`src/rtl/branch_predict_unit.sv`:
```
// Fetch-stage next-PC generator: owned PC register, direct-mapped BTB with
// 2-bit saturating counters, and Execute-stage redirect/training.
module branch_predict_unit #(
  parameter int unsigned    DPW      = 32,
  parameter int unsigned    ENTRIES  = 16,
  parameter logic [DPW-1:0] RESET_PC = '0
) (
  input  logic           clk_i,
  input  logic           arst_ni,
  input  logic           stall_i,
  output logic [DPW-1:0] pcf_o,
  output logic [DPW-1:0] pred_next_o,
  output logic           pred_taken_o,
  input  logic           res_valid_i,
  input  logic [DPW-1:0] res_pc_i,
  input  logic           res_taken_i,
  input  logic [DPW-1:0] res_target_i,
  input  logic [DPW-1:0] res_pred_next_i,
  output logic           mispredict_o,
  output logic [31:0]    mispred_cnt_o
);

  localparam int unsigned IDXW = $clog2(ENTRIES);
  localparam int unsigned TAGW = DPW - IDXW - 2;
  localparam int unsigned TGTW = DPW - 2;

  logic [DPW-1:0]     pcf_q, pcf_d;
  logic [31:0]        cnt_q, cnt_d;
  logic [ENTRIES-1:0] valid_q;
  logic [TAGW-1:0]    tag_q [ENTRIES];
  logic [TGTW-1:0]    tgt_q [ENTRIES];
  logic [1:0]         ctr_q [ENTRIES];

  logic [IDXW-1:0] f_idx_c, r_idx_c;
  logic [TAGW-1:0] f_tag_c, r_tag_c;
  logic            f_hit_c, r_hit_c;
  logic [DPW-1:0]  actual_c;
  logic            wr_en_c;
  logic [TGTW-1:0] wr_tgt_c;
  logic [1:0]      wr_ctr_c;
  logic            unused_c;

  // Fetch-side lookup on the current PC
  assign f_idx_c      = pcf_q[IDXW+1:2];
  assign f_tag_c      = pcf_q[DPW-1:IDXW+2];
  assign f_hit_c      = valid_q[f_idx_c] && (tag_q[f_idx_c] == f_tag_c);
  assign pred_taken_o = f_hit_c && ctr_q[f_idx_c][1];
  assign pred_next_o  = pred_taken_o ? {tgt_q[f_idx_c], 2'b00} : pcf_q + DPW'(4);

  // Resolve-side lookup and redirect decision
  assign r_idx_c      = res_pc_i[IDXW+1:2];
  assign r_tag_c      = res_pc_i[DPW-1:IDXW+2];
  assign r_hit_c      = valid_q[r_idx_c] && (tag_q[r_idx_c] == r_tag_c);
  assign actual_c     = res_taken_i ? {res_target_i[DPW-1:2], 2'b00} : res_pc_i + DPW'(4);
  assign mispredict_o = res_valid_i && (actual_c != res_pred_next_i);
  assign unused_c     = ^res_target_i[1:0];

  assign pcf_o         = pcf_q;
  assign mispred_cnt_o = cnt_q;

  // Training: allocate on taken miss, nudge counter on hit, skip not-taken miss
  always_comb begin
    wr_en_c  = 1'b0;
    wr_tgt_c = tgt_q[r_idx_c];
    wr_ctr_c = ctr_q[r_idx_c];
    if (res_valid_i) begin
      if (res_taken_i) begin
        wr_en_c  = 1'b1;
        wr_tgt_c = res_target_i[DPW-1:2];
        if (!r_hit_c) begin
          wr_ctr_c = 2'b10;
        end else if (ctr_q[r_idx_c] != 2'b11) begin
          wr_ctr_c = ctr_q[r_idx_c] + 2'd1;
        end
      end else if (r_hit_c) begin
        wr_en_c = 1'b1;
        if (ctr_q[r_idx_c] != 2'b00) begin
          wr_ctr_c = ctr_q[r_idx_c] - 2'd1;
        end
      end
    end
  end

  always_comb begin
    pcf_d = pred_next_o;
    if (mispredict_o) begin
      pcf_d = actual_c;
    end else if (stall_i) begin
      pcf_d = pcf_q;
    end
    cnt_d = cnt_q;
    if (mispredict_o && (cnt_q != 32'hFFFF_FFFF)) begin
      cnt_d = cnt_q + 32'd1;
    end
  end

  always_ff @(posedge clk_i or negedge arst_ni) begin
    if (!arst_ni) begin
      pcf_q <= RESET_PC;
      cnt_q <= '0;
    end else begin
      pcf_q <= pcf_d;
      cnt_q <= cnt_d;
    end
  end

  // BTB storage; the write lands at the edge so same-cycle lookups see old data
  always_ff @(posedge clk_i or negedge arst_ni) begin
    if (!arst_ni) begin
      valid_q <= '0;
      for (int i = 0; i < int'(ENTRIES); i++) begin
        tag_q[i] <= '0;
        tgt_q[i] <= '0;
        ctr_q[i] <= 2'b01;
      end
    end else if (wr_en_c) begin
      valid_q[r_idx_c] <= 1'b1;
      tag_q[r_idx_c]   <= r_tag_c;
      tgt_q[r_idx_c]   <= wr_tgt_c;
      ctr_q[r_idx_c]   <= wr_ctr_c;
    end
  end

endmodule

```
`config.mk`:
```
export PLATFORM = sky130hd
export DESIGN_NAME = branch_predict_unit
export DESIGN_NICKNAME = d
export VERILOG_FILES = /design/src/rtl/branch_predict_unit.sv
export SDC_FILE = /design/constraint.sdc
export NUM_CORES = 2
export LEC_CHECK = 0
export ABC_AREA = 1
export CORE_MARGIN = 1.5
export CORE_UTILIZATION = 31
export CTS_BUF_LIST = sky130_fd_sc_hd__clkbuf_4 sky130_fd_sc_hd__clkbuf_8
export DETAILED_ROUTE_END_ITERATION = 8
export HOLD_SLACK_MARGIN = 0.1
export PLACE_DENSITY_LB_ADDON = 0.12
export SYNTH_ARGS = -nofsm -noshare
export SYNTH_HDL_FRONTEND = slang
export SYNTH_SLANG_ARGS = --single-unit
```
`constraint.sdc`:
```
create_clock -name clk_i -period 3.9 [get_ports clk_i]
set_input_delay 0.78 -clock clk_i [delete_from_list [all_inputs] [get_ports clk_i]]
set_output_delay 0.78 -clock clk_i [all_outputs]
set_load 0.05 [all_outputs]
```
* Word-level counts from Yosys, hierarchy flattened
Index checks and enable logic that the tools add are counted.
** Operators by class
- Add/sub/neg operators :: 5
- Order comparisons :: 6
- Eq/ne operators :: 6
- Multiplexer cells :: 48
- Bitwise gates (word level) :: 3
- Reductions and logical operators :: 8
** Operators by type and width (number)
- $bwmux W480 :: 1
- $bwmux W416 :: 1
- $bmux W30 S4 :: 2
- $mux W30 :: 7
- $bmux W26 S4 :: 2
- $mux W26 :: 5
- $mux W32 :: 4
- $demux W30 S4 :: 1
- $demux W26 S4 :: 1
- $add A32 B3 Y32 const B :: 2
- $eq A26 B26 Y1 :: 2
- $add A32 B1 Y32 const B :: 1
- $bwmux W32 :: 1
- $ne A32 B32 Y1 :: 1
- $ne A32 B32 Y1 const B :: 1
- $mux W2 :: 11
- $bmux W2 S4 :: 2
- $or A16 B16 Y16 :: 1
- $ge A5 B5 Y1 const B :: 2
- $lt A4 B5 Y1 const B :: 2
- $not A4 Y5 :: 2
- $bmux W1 S4 :: 2
- $demux W2 S4 :: 1
- $logic_and A1 B1 Y1 :: 7
- 9 further kinds :: 14
** Word-level totals
- Flip-flop bits (word level) :: 1008
- Input bits :: 101
- Output and inout bits :: 98
- Logic and storage cells :: 127

* Longest topological paths before layout
- Depth after elaboration :: 10
- Gate-level depth with buffers :: 25
- Depth with buffers taken out :: 21

* Worst setup path after synthesis
Ideal clock, no wire load.
- Path type :: register to output
- From :: reg pcf_q[3] (netlist: pcf_o[3])
- To :: out pred_next_o[18]
- Arrival :: 3.687 ns
- Required time :: 3.120 ns
- Setup slack :: -0.567 ns
- Stages on the path, launching flop included :: 11
- Path buffers :: 6
- Cells stage by stage :: dfrtp_1 buf_2 buf_2 buf_1 clkbuf_1 clkbuf_1 buf_1 o21ai_0 o22ai_1 a221oi_1 o21ai_0
** On the way
- Longest elaborated chain between the ends :: 8
- Elaborated cells between the ends (all ways) :: 17
- Classes of those cells :: add/sub (1); eq/ne (1); mux (12); bitwise (1); reduce/logical (2)
** RTL lines
- start, declared :: line 27 : logic [DPW-1:0] pcf_q, pcf_d;
- start signal, assigned :: line 102 : pcf_q <= pcf_d;
- $not A4 Y5 (not written as such) :: line 46, 47, 48
- $bmux W26 S4 :: line 46 : assign f_hit_c = valid_q[f_idx_c] && (tag_q[f_idx_c] == f_tag_c);
- $mux W26 (not written as such) (2 in a row) :: line 46
- $eq A26 B26 Y1 :: line 46
- $logic_and A1 B1 Y1 :: line 46
- $logic_and A1 B1 Y1 :: line 47 : assign pred_taken_o = f_hit_c && ctr_q[f_idx_c][1];
- $mux W32 * :: line 48 : assign pred_next_o = pred_taken_o ? {tgt_q[f_idx_c], 2'b00} : pcf_q + DPW'(4);
- end, declared :: line 12 : output logic [DPW-1:0] pred_next_o,
Mark *: on every way between the ends. The rest lies on a longest branch, timed or not. The select of a mux whose other input is x is not followed.

* Worst setup path after layout
- From :: reg pcf_q[2] (netlist: pcf_o[2])
- To :: out pred_next_o[3]
Same word-level chain as after synthesis.

==> metrics.md <==
| Metric | Value |
|---|---|
| Critical path's largest stage delay | `0.51 ns` |
| Global-route wire length before repair | `a little over 400,000 µm` |
| Gate power share | `29.6%` |
| Synth Instances | `8,630` |
| Static Leak | `36.14 nW` |
| CTS tree | `yes` |
| Worst EP arrival | `between 4 and 5 ns` |
| Synth Net Count | `8,737` |
| Rel. slew slack | `a little over a quarter` |
| Max clock buf depth | `3` |
| Clk pwr share | `between 30% and 40%` |
| Num CTS Buffers | `195` |
| DRC | `0` |
| Post-Place Worst Slack | `-0.6413 ns` |
| Area of placed instances | `between 60,000 and 70,000 µm²` |
| Global Route met3 Usage | `around 4.5%` |
| Violated checks | `setup timing` |
| Top FF cell, synth | `dfrtp_1` |
| Flops & latches, synth | `slightly above 1,000` |
| DIE AREA | `a little under 200,000 µm²` |
| Final Cell Area | `around 76,000 µm²` |
| Worst Hold Class | `in -> async` |
| Crit-path slowest cell | `dfrtp_4` |
| CTS sink count | `1,008` |
| RSZ-0062 raised after global routing | `true` |
| Period utilization | `128.1%` |
| Kind of critical path | `reg -> out` |
| Register share of total power | `between 30% and 40%` |
| Vias in the first global route | `59,363` |
| Fmax | `around 200 MHz` |
| Worst-skew pair later-pin latency | `just over 1 ns` |
| Avg Vias per Cell | `approximately 5.3` |
| Largest net degree at the start of global routing | `~180` |
| Final-layout fill cell count | `19,806` |
| Most used cell, CP | `nand2_1` |
| Most area-consuming cells after synthesis | `dfrtp_1 (42%), nand2_1 (17%), o21ai_0 (12%), nand3_1 (4.4%), nor2_1 (4.1%)` |
| I/O Buffers | `around 200` |
| Post-Route Utilization | `between 40 and 50%` |
| Cell area after synthesis | `59,240 µm²` |
| Crit-path cells | `buf_12 -> buf_16 -> buf_12 -> buf_8 -> nand2_1 -> nand3_2 -> nand2_2 -> nand2_1 -> nand2_2 -> inv_2 -> nand3_2 -> nand2_1 -> nor2_1 -> nand2_1 -> nor2_1 -> nand2_1 -> nor2_4 -> buf_12 -> clkinvlp_4 -> nand2_2 -> nand2_2 -> buf_6` |
| Area Growth Syn to Fin | `28.88%` |
| H-tree depth | `4` |
| Setup ws final | `-1.094 ns` |
| Starting Density | `slightly above 30%` |
| Met1 usage | `38.22%` |
| 1st-iter DRT viols | `6,390` |
| Vias | `around 63,000` |
| Fin. max-slew vios | `0` |
| Yosys warns | `0` |
| Share of cells above drive strength 1 | `between 15 and 20%` |
| Die width | `440.2 µm` |
| Final GP Congestion | `~0.96` |
| Post-route minimum period | `between 4 and 5 ns` |
| Net Sw Frac | `a little under two fifths` |
| Crit path max fanout | `8` |
| WL/cell | `approximately 24 µm` |
| Net Sw Power | `approximately 13 mW` |
| Core area | `between 150,000 and 200,000 µm²` |
| CP startpoint kind | `flop` |
| Setup-failing EPs final | `33` |
| Avg Inst Size Synth | `6.865 µm²` |
| Final wirelength | `about 290,000 µm` |
| Clock-pin transition on the worst setup and hold timing paths | `~0.06 ns` |
| NumNets Final | `9,259` |
| Pre-antenna DRT Iters | `6` |
| Post-synth top cells | `nand2_1 (2,703), o21ai_0 (1,396), dfrtp_1 (992)` |
| Initial antenna violation count | `13` |
| Synth top area share | `41.90%` |
| Int Power | `approximately 23 mW` |
| Final Hold Viols | `0` |
| Area leader, netlist | `dfrtp_1` |
| GR Util met2 | `a little under half` |
| Die Ht | `about 440 µm` |
| Overflow after GRT | `0` |
| Number of synthesized flops with an enable pin | `0` |
| Root buffer cell | `clkbuf_8` |
| I/O pin total | `about 200` |
| Register area share after synthesis | `roughly 43%` |
| Post-synth ARST share | `100.0%` |
| Worst clock skew | `0.07053 ns` |
| Max-cap viol count | `0` |
| Detailed Place HPWL | `between 150,000 and 200,000 µm` |
| ANT nets after route | `0` |
| GR peak layer | `met2` |
| Top-count cell post-synth | `nand2_1` |
| CP Capture Type | `output port` |
| WP data required | `between 3 and 4 ns` |
| Pwr Density | `473.5 nW/µm²` |
| Synth cell types | `49` |
| Peak supply drop | `300.7 µV` |
| Row cnt | `160` |
| GRT Overall Usage | `28.85%` |
| Status | `finished with violations` |
| Least-Margin Pin Slew | `1.097 ns` |
-- power groups by stage --
stage	Sequential [mW]	Combinational (mW)	Clock (mW)
floorplan	13.6	5.54	0
global placement	13.8	9.87	0
detailed placement	13.8	9.98	0
CTS	13.6	10.3	12.0
global route	13.9	11.8	12.5
finish	13.7	10.7	11.8
-- critical path: cells and delay by family, from the launching register on --
family / cells / cell delay (ns)
simple gates: 14 / 1.36
buf+inv: 8 / 1.26
flops: 1 / 0.51
-- flip-flops by register name, indices dropped and copies added (netlist names) --
signal	count
tgt_q	480
tag_q	416
ctr_q	32
mispred_cnt_o	32
pcf_o	32
valid_q	16
-- path summary, 6_finish.rpt --
check	slack, ns	cells after the start	start	endpoint
setup reg to reg	0.31	25	pcf_o[2]$_DFFE_PN0P_	pcf_o[16]$_DFFE_PN0P_
max in group asynchronous	2.30	3	arst_ni	tgt_q[206]$_DFFE_PN0P_
hold reg to reg	0.46	2	valid_q[6]$_DFFE_PN0P_	valid_q[6]$_DFFE_PN0P_
min in group clk_i	0.42	3	res_pc_i[0]	pcf_o[0]$_DFFE_PN0P_
hold / removal	0.35	2	arst_ni	tag_q[350]$_DFFE_PN0P_
setup / recovery	-1.09	22	pcf_o[2]$_DFFE_PN0P_	pred_next_o[3]
-- per-layer routing --
layer	wire (µm)	vias to the layer above
met4	15830	6
met5	40	-
met2	128900	2510
li1	-	29310
met3	19370	601
met1	121100	30311
-- through the flow --
step / TNS [ns] / power (mW) / cells / hold WS, ns
finish: -32.94 / 36.15 / 11831 / 0.3464
global route: -38.27 / 38.20 / 11830 / 0.3396
CTS: -36.04 / 36.00 / 11773 / 0.3190
detailed placement: -489.66 / 23.77 / 11377 / 0.4493
global placement: -457.51 / 23.62 / 11377 / 0.4514
floorplan: -1.197 / 19.12 / 8630 / 0.4277
-- cells in the final DEF, fill, tap and decap left out, types with 17 or more instances in the layout --
cell | synthesis | routed
nand2_1 | 2703 | 2585
o21ai_0 | 1396 | 1364
dfrtp_1 | 992 | 988
nor2_1 | 646 | 586
inv_1 | 598 | 578
buf_4 | 31 | 543
nand3_1 | 523 | 472
o21ai_1 | 341 | 358
a21oi_1 | 265 | 262
clkbuf_8 | 0 | 246
buf_12 | 0 | 201
o211ai_1 | 151 | 151
clkdlybuf4s50_1 | 0 | 130
nand2_2 | 2 | 84
clkbuf_4 | 0 | 78
o22ai_1 | 64 | 64
xor2_1 | 52 | 52
nand3_2 | 2 | 46
nand4_1 | 37 | 37
buf_6 | 15 | 36
nand2_4 | 10 | 34
nor2_2 | 2 | 33
nor2_4 | 3 | 32
nor3_1 | 32 | 31
or2_2 | 20 | 20
nand3b_1 | 19 | 19
inv_2 | 4 | 17
-- repair_timing --
action                                  CTS  global route
resized for setup                       265           212
hold buffers                              1             0
gates cloned                              9            16
buffers inserted                         35            30
endpoints found under the setup margin   36            34
pin swaps                                67            93
endpoints found under the hold margin    25             0
-- cells by family after synthesis --
logic type	share of synthesized area, %
and+or+nand+nor	27.31
AOI/OAI and AO/OA	20.23
buffers and inverters	8.790
DFF	42.61
xor gates and xnor gates	0.9166
adders and majority gates	0.1267
muxes	0.01690
-- final cells by class --
cell class	count	area, µm²	area share (%)
diodes	14	35.03	0.04588
repair inverters	1	20.02	0.02622
flip-flops and latches	1008	25260	33.08
clock inverters	28	330.3	0.4326
clock buffers	323	3964	5.191
inverters	604	2318	3.036
well taps	2511	3142	4.115
multi-input cells	6354	30140	39.48
repair buffers	988	11150	14.60
Note: power is estimated with default switching activity, not from simulation.
